`config.mk`:
```
export PLATFORM = sky130hd
export DESIGN_NAME = req_ack_rr
export DESIGN_NICKNAME = d
export VERILOG_FILES = /design/src/rtl/req_ack_rr.sv
export SDC_FILE = /design/constraint.sdc
export NUM_CORES = 1
export LEC_CHECK = 0
export BUFFER_PORTS_ARGS = -buffer_cell sky130_fd_sc_hd__buf_2
export CORE_MARGIN = 2
export CORE_UTILIZATION = 27
export DETAILED_ROUTE_END_ITERATION = 12
export GPL_TIMING_DRIVEN = 0
export SYNTH_ARGS = -nofsm -noshare
export SYNTH_HDL_FRONTEND = slang
export SYNTH_SLANG_ARGS = --single-unit
```
`constraint.sdc`:
```
create_clock -name clk -period 3.21 [get_ports clk]
set_input_delay 0 -clock clk [delete_from_list [all_inputs] [get_ports clk]]
set_output_delay 0 -clock clk [all_outputs]
set_load 0.1 [all_outputs]
```
`src/rtl/req_ack_rr.sv`:
```
// Multi-channel request/acknowledge responder: edge-detected requests are held as pending bits,
// served round-robin, and each one is answered with a one-cycle ack after a programmable delay.
module req_ack_rr #(
  parameter int NCH   = 4,
  parameter int DLY_W = 4,
  localparam int IDX_W = $clog2(NCH)
) (
  input  logic             clk,
  input  logic             rst,
  input  logic [NCH-1:0]   req,
  input  logic [DLY_W-1:0] cfg_dly,
  input  logic [NCH-1:0]   ovf_clr,
  output logic [NCH-1:0]   ack,
  output logic [IDX_W-1:0] gnt_idx,
  output logic             busy,
  output logic [NCH-1:0]   pend,
  output logic [NCH-1:0]   ovf
);

  typedef enum logic [1:0] {
    IDLE = 2'd0,
    WAIT = 2'd1,
    ACK  = 2'd2
  } state_t;

  localparam logic [NCH-1:0]   ONE_NCH  = {{(NCH-1){1'b0}}, 1'b1};
  localparam logic [IDX_W-1:0] LAST_IDX = IDX_W'(NCH - 1);
  localparam logic [IDX_W:0]   NCH_EXT  = (IDX_W+1)'(NCH);

  state_t             state_r, state_nx_s;
  logic [DLY_W-1:0]   cnt_r, cnt_nx_s;
  logic [IDX_W-1:0]   gnt_idx_r, gnt_nx_s;
  logic [IDX_W-1:0]   rr_ptr_r, rr_nx_s;
  logic [NCH-1:0]     req_q_r, pend_r, ovf_r, ack_r;
  logic               busy_r;
  logic [NCH-1:0]     evt_s, ack_mask_s, pend_nx_s, ovf_nx_s, ack_nx_s;
  logic [2*NCH-1:0]   rot_s;
  logic [IDX_W-1:0]   sel_s;
  logic [IDX_W:0]     sum_s;
  logic               found_s, hit_s;

  assign evt_s      = req & ~req_q_r;
  assign ack_mask_s = (state_r == ACK) ? (ONE_NCH << gnt_idx_r) : {NCH{1'b0}};

  // Round-robin pick: rotate pending bits so rr_ptr lands at bit 0, take the lowest set bit.
  always_comb begin
    rot_s   = {pend_r, pend_r} >> rr_ptr_r;
    sel_s   = {IDX_W{1'b0}};
    found_s = 1'b0;
    sum_s   = {(IDX_W+1){1'b0}};
    hit_s   = 1'b0;
    for (int k = 0; k < NCH; k++) begin
      hit_s   = ~found_s & rot_s[k];
      sum_s   = {1'b0, rr_ptr_r} + (IDX_W+1)'(k);
      sum_s   = (sum_s >= NCH_EXT) ? (sum_s - NCH_EXT) : sum_s;
      sel_s   = hit_s ? sum_s[IDX_W-1:0] : sel_s;
      found_s = found_s | hit_s;
    end
  end

  // Next-state, counter, grant and pointer logic; output flops are loaded from the next state.
  always_comb begin
    state_nx_s = state_r;
    cnt_nx_s   = cnt_r;
    gnt_nx_s   = gnt_idx_r;
    rr_nx_s    = rr_ptr_r;
    case (state_r)
      IDLE: begin
        if (|pend_r) begin
          gnt_nx_s   = sel_s;
          cnt_nx_s   = cfg_dly;
          state_nx_s = (cfg_dly == {DLY_W{1'b0}}) ? ACK : WAIT;
        end else begin
          state_nx_s = IDLE;
        end
      end
      WAIT: begin
        cnt_nx_s = cnt_r - DLY_W'(1);
        if (cnt_r == DLY_W'(1)) begin
          state_nx_s = ACK;
        end else begin
          state_nx_s = WAIT;
        end
      end
      ACK: begin
        state_nx_s = IDLE;
        rr_nx_s    = (gnt_idx_r == LAST_IDX) ? {IDX_W{1'b0}} : (gnt_idx_r + IDX_W'(1));
      end
      default: begin
        state_nx_s = IDLE;
      end
    endcase
    // A new request edge beats both the ACK-exit clear and the overflow clear.
    pend_nx_s = (pend_r & ~ack_mask_s) | evt_s;
    ovf_nx_s  = (ovf_r & ~ovf_clr) | (evt_s & pend_r & ~ack_mask_s);
    ack_nx_s  = (state_nx_s == ACK) ? (ONE_NCH << gnt_nx_s) : {NCH{1'b0}};
  end

  // State and output registers with synchronous reset.
  always_ff @(posedge clk) begin
    if (rst) begin
      state_r   <= IDLE;
      cnt_r     <= {DLY_W{1'b0}};
      gnt_idx_r <= {IDX_W{1'b0}};
      rr_ptr_r  <= {IDX_W{1'b0}};
      req_q_r   <= {NCH{1'b0}};
      pend_r    <= {NCH{1'b0}};
      ovf_r     <= {NCH{1'b0}};
      ack_r     <= {NCH{1'b0}};
      busy_r    <= 1'b0;
    end else begin
      state_r   <= state_nx_s;
      cnt_r     <= cnt_nx_s;
      gnt_idx_r <= gnt_nx_s;
      rr_ptr_r  <= rr_nx_s;
      req_q_r   <= req;
      pend_r    <= pend_nx_s;
      ovf_r     <= ovf_nx_s;
      ack_r     <= ack_nx_s;
      busy_r    <= (state_nx_s != IDLE);
    end
  end

  assign ack     = ack_r;
  assign gnt_idx = gnt_idx_r;
  assign busy    = busy_r;
  assign pend    = pend_r;
  assign ovf     = ovf_r;

endmodule

```
# [Word-level counts from Yosys, hierarchy flattened]
# Index checks and enable logic that the tools add are counted.
[op_classes] n_bitwise=19 n_mux=18 n_shift=3 n_eq_ne=6 n_lt_le_gt_ge=4 reduce_logical=7 add_sub_neg=9
[op_table] op="$mux W2" count=14
[op_table] op="$and A4 B4 Y4" count=5
[op_table] op="$not A4 Y4" count=3
[op_table] op="$ge A3 B3 Y1 const B" count=3
[op_table] op="$mux W4" count=2
[op_table] op="$or A4 B4 Y4" count=2
[op_table] op="$pmux W4 S2" count=1
[op_table] op="$shl A1 B2 Y4 const A" count=2
[op_table] op="$shr A8 B2 Y4" count=1
[op_table] op="$sub A2 B1 Y2 const B" count=4
[op_table] op="$add A2 B2 Y3 const B" count=2
[op_table] op="$eq A2 B2 Y1 const B" count=3
[op_table] op="$eq A4 B1 Y1 const B" count=1
[op_table] op="$logic_not A4 Y1" count=1
[op_table] op="$not A1 Y1" count=4
[op_table] op="$pmux W2 S2" count=1
[op_table] op="$reduce_bool A2 Y1" count=2
[op_table] op="$reduce_or A4 Y1" count=1
[op_table] op="$sub A4 B1 Y4 const B" count=1
[op_table] op="$add A2 B1 Y3 const B" count=1
[op_table] op="$and A1 B1 Y1" count=3
[op_table] op="$ge A2 B3 Y1 const B" count=1
[op_table] op="$add A2 B1 Y2 const B" count=1
[op_table] op="$eq A2 B1 Y1 const B" count=1
[op_table] op="other kinds (5)" count=6
[word_totals] ff_bits=27 in_bits=14 word_cells=75 output_inout_bits=15

# [Depth between registers and ports, before layout]
[depth] ltp_word=13 depth_mapped=6 mapped_depth_nobuf=6

# [Least setup slack after synthesis]
# OpenSTA, ideal clock, no wires.
[synth_path] path_kind="reg-to-reg" startpoint="register pend_r[0] (netlist: pend[0])" endpoint="register ack_r[0] (netlist: ack[0])" required_ns=3.107 n_path_buf=0 synth_period_minus_slack_ns=2.146 setup_ns=0.103 stages_incl_launch_ff=5 arrival_time_ns=2.043 slack_ns=1.064 cell_sequence="dfxtp_1 -> nand2_1 -> a311oi_1 -> o21bai_1 -> a2111oi_2"
[synth_via] elab_chain_cells=13 word_cells_on_any_way=22 cone_classes="eq/ne: 1; shift: 2; mux: 8; bitwise: 9; reduce/logical: 2"
[synth_lines] element="from (decl)" line="34" rtl="logic [NCH-1:0] req_q_r, pend_r, ovf_r, ack_r;"
[synth_lines] element="from (signal assigned)" line="107" rtl="pend_r <= {NCH{1'b0}};"
[synth_lines] element="from (signal assigned)" line="117" rtl="pend_r <= pend_nx_s;"
[synth_lines] element="$shr A8 B2 Y4" line="47" rtl="rot_s = {pend_r, pend_r} >> rr_ptr_r;"
[synth_lines] element="$not A1 Y1" line="53" rtl="hit_s = ~found_s & rot_s[k];"
[synth_lines] element="$and A1 B1 Y1" line="53"
[synth_lines] element="$or A1 B1 Y1" line="57" rtl="found_s = found_s | hit_s;"
[synth_lines] element="$not A1 Y1" line="53"
[synth_lines] element="$and A1 B1 Y1" line="53"
[synth_lines] element="$or A1 B1 Y1" line="57"
[synth_lines] element="$not A1 Y1" line="53"
[synth_lines] element="$and A1 B1 Y1" line="53"
[synth_lines] element="$mux W2" line="56" rtl="sel_s = hit_s ? sum_s[IDX_W-1:0] : sel_s;"
[synth_lines] element="$mux W2" line="69" rtl="if (|pend_r) begin"
[synth_lines] element="$mux W2" line="67" rtl="case (state_r)"
[synth_lines] element="$shl A1 B2 Y4" line="96" rtl="ack_nx_s = (state_nx_s == ACK) ? (ONE_NCH << gnt_nx_s) : {NCH{1'b0}};"
[synth_lines] element="to (signal assigned)" line="109" rtl="ack_r <= {NCH{1'b0}};"
[synth_lines] element="to (signal assigned)" line="119" rtl="ack_r <= ack_nx_s;"
[synth_lines] element="to (decl)" line="34"
# Several ways; a longest one is shown, not always the timed one.
# A chain may end at the register's enable or synchronous reset.

# [Worst setup path in the final report]
[layout_path] startpoint="register pend_r[2] (netlist: pend[2])" endpoint="register cnt_r[1]"
[layout_via] elab_chain_cells=3
[layout_lines] element="$reduce_or A4 Y1" line="69"
[layout_lines] element="$ne A2 B2 Y1 (no source line)"
[layout_lines] element="$reduce_and A2 Y1 (no source line)"
[layout_lines] element="to (signal assigned)" line="103" rtl="cnt_r <= {DLY_W{1'b0}};"
[layout_lines] element="to (signal assigned)" line="113" rtl="cnt_r <= cnt_nx_s;"
[layout_lines] element="to (decl)" line="31" rtl="logic [DLY_W-1:0] cnt_r, cnt_nx_s;"
# No other way between the ends.

==> run metrics <==
clk buf depth=2; setup ws final=roughly 1.5 ns; Critical Path Start Type=flip-flop; dpl ws=around 1.5 ns; fillers=about 470; Antenna Cells=0; initial core utilization=28.4%; Post-synth EDFFs=0; CP max stage delay=a little under 0.8 ns; DRT Pass-1 Iters=5; placed cell count=around 220; Hold Vio Cnt, Final=0; die width=about 72 um; Num Clock Sinks=27; Worst Hold Depth=3; Post-CTS Setup Repair Bufs=0; Final HPWL DP=approximately 2000 um; Yosys warnings=0; post_cts resized=0; met3 routed WL=roughly 160 um; fraction of registers with async set/reset=0%; hold worst-path end=cnt_r[0]$_SDFFE_PP0P_; leakage power=about 0.00064 uW; peak fanout along the critical path=8; Die Height=a little over 70 um; Routed Wire Length=approximately 2700 um; Area Overhead vs Synth=23.2%; Via density=approximately 4.8; first-pass GRT wire length=roughly 4700 um; outcome=finished, final reports clean; unique cell type count in the Yosys netlist=36; final core occ=between 30% and 40%; Global Route Usage Sum=11.3%; I/O pin count=29; clock latency on the worst-skew pair=between 0.2 and 0.3 ns; Critical R2R Launch=pend[2]$_SDFF_PP0_; Rows=24; Via Count=between 1000 and 1500; kind of critical path=reg -> reg; post-synthesis sequential element count=27; CTS tree=yes; routability cong.=~0.75; crit-path cells=nor4_1, o21ai_0, a311oi_1; Worst IR Drop VDD=between 0.15 and 0.2 mV; Avg WL per Cell=roughly 12 um; post-route ant nets=0; pin count of the biggest net entering global routing=17; number of global-route vias before repair=roughly 1000; share of cells above drive strength 1=between 20% and 30%; Reg clk slew, reported paths=approximately 0.1 ns; period utilization=a little over half; fin. max-slew vios=0; r2r setup slk=between 1 and 1.5 ns; Req. time, crit path=between 3 and 4 ns; Synth Net Count=158; initial antenna violation count=0; Die ar.=between 5000 and 6000 um^2; fin cells=225; Core Area=around 4400 um^2; Detail Route met2 WL=about 1100 um; Layout Nets=just under 200; Slowest-stage cell, CP=nor4_1; R2R depth=3; CP Data Arrival Time=about 1.9 ns; Post-route DRC=0; H-tree lvl count=1; Synth Instances=roughly 140; TritonCTS Buffers=3; Final setup viols=0; Post-Syn Area=approximately 1200 um^2; sequential element share of the synthesized area=~43%; ys flop type=dfxtp_1; Synth Area per Inst=~9 um^2; Root Driver=clkbuf_8; setup TNS=0 ns; Reg area=roughly 540 um^2; total of max-cap violations=0; Port Buf Inserts=27; Worst Hold Launch=cfg_dly[0]; Hold Crit Class=in -> reg; Top Layer Used=met4; Max Fclk=around 580 MHz; M1 wire length=~1400 um; pwr dens=~530 nW/um^2; worst slew pin tran=~0.86 ns; crit path launch=pend[2]$_SDFF_PP0_; Fin Clk Skew=0.00830 ns; grt ovf=0; worst r2r dst=cnt_r[1]$_SDFFE_PP0P_; Rel. slew slack=42.3%; Hold Slack=~0.00075 ns; CP Capture Type=flip-flop; area of the multi-input gates=~640 um^2; Initial DRC Count=72; RSZ-0062 raised after global routing=false; Period minus WS final=1.73 ns
cells in the mapped netlist (all sizes together) (2+ instances only):
| library cell | count | area share, % |
|---|---|---|
| nand2 | 7 | 2.3 |
| a311oi | 3 | 2.1 |
| nor4 | 5 | 3.0 |
| nand3 | 4 | 1.6 |
| nor2 | 10 | 3.0 |
| inv | 13 | 3.9 |
| o22ai | 4 | 2.0 |
| a2bb2oi | 2 | 1.4 |
| dfxtp | 27 | 43 |
| mux2i | 2 | 1.6 |
| a21oi | 10 | 4.0 |
| o21ai | 5 | 2.0 |
| nor3 | 3 | 1.2 |
| or4 | 2 | 1.5 |
| nand2b | 7 | 3.5 |
| a2111oi | 2 | 2.4 |
| clkbuf | 3 | 0.90 |
| ha | 6 | 6.0 |
| nor2b | 10 | 5.2 |
metal layers:
layer / GRT usage, % / up-vias
met1: 15.6 / 504
met2: 17.3 / 24
met5: 0 / -
li1: - / 557
met3: 3.33 / 2
met4: 3.14 / 0
worst max-delay path: cells and delay by family, from the launching register on:
family | cells | cell delay [ns]
DFF | 1 | 0.39
and+or+nand+nor | 1 | 0.78
AOI/OAI and AO/OA | 2 | 0.47
how the worst max path moves through the flow:
| stage | slack (ns) | endpoint |
|---|---|---|
| floorplan | 1.06 | ack[0]$_SDFF_PP0_ |
| global placement | 1.56 | cnt_r[3]$_SDFFE_PP0P_ |
| detailed placement | 1.54 | cnt_r[3]$_SDFFE_PP0P_ |
| CTS | 1.53 | cnt_r[3]$_SDFFE_PP0P_ |
| global route | 1.28 | cnt_r[1]$_SDFFE_PP0P_ |
| finish | 1.48 | cnt_r[1]$_SDFFE_PP0P_ |
stage by stage:
| step | area (um^2) | power (uW) |
|---|---|---|
| CTS | 1530 | 826 |
| detailed placement | 1450 | 624 |
| finish | 1530 | 817 |
| global placement | 1450 | 623 |
| floorplan | 1240 | 577 |
| global route | 1530 | 865 |
layout by cell type (no fill, tap or decap), types with 2 or more instances in the layout:
cell / instances
clkbuf_8: 3
a2bb2oi_1: 2
nor3_1: 3
a21oi_1: 10
mux2i_1: 2
inv_1: 13
nand3_1: 4
nor2_1: 10
nor4_1: 4
o21ai_0: 5
ha_1: 6
clkbuf_1: 3
o22ai_1: 4
nor2b_1: 9
dfxtp_1: 27
nand2b_1: 7
dlygate4sd3_1: 4
nand2_1: 6
a311oi_1: 3
buf_2: 27
a2111oi_2: 2
state kept, by name, summed over array words and instances (netlist names):
signal,flops
state_r,2
req_q_r,4
cnt_r,4
rr_ptr_r,2
ack,4
gnt_idx,2
ovf,4
pend,4
busy,1
repair_timing:
item | 4_1_cts | 5_1_grt
hold endpoints to repair | 4 | 0
setup endpoints to repair | 0 | 0
hold buffers | 4 | 0
area by class of cell:
type | count | area share [%]
repair buffers | 31 | 11.4
inverters | 13 | 3.18
multi-input cells | 94 | 41.8
well taps | 52 | 4.24
clock buffers | 3 | 2.69
flip-flops and latches | 27 | 35.2
plain buffers | 4 | 0.979
clock inverters | 1 | 0.489
cell families (layout without fill, tap and decap cells):
logic type	count (synthesis)	after routing	share of synthesized area (%)
AO/OA/AOI/OAI	34	34	20.3
multiplexers	2	2	1.61
buffers and inverters	17	52	5.13
AND/OR/NAND/NOR	52	52	23.5
flip-flops	27	27	43.4
adder cells (fa/ha/maj)	6	6	6.03
power by group:
| group | switching (uW) | total, uW | internal (uW) | leakage, uW |
|---|---|---|---|---|
| registers | 26.2 | 388 | 361 | 0.000222 |
| logic | 162 | 232 | 70.9 | 0.000395 |
| clock network | 109 | 197 | 88.1 | 0.0000217 |
| total | 297 | 817 | 520 | 0.000639 |
Note: power is estimated with default switching activity, not from simulation.
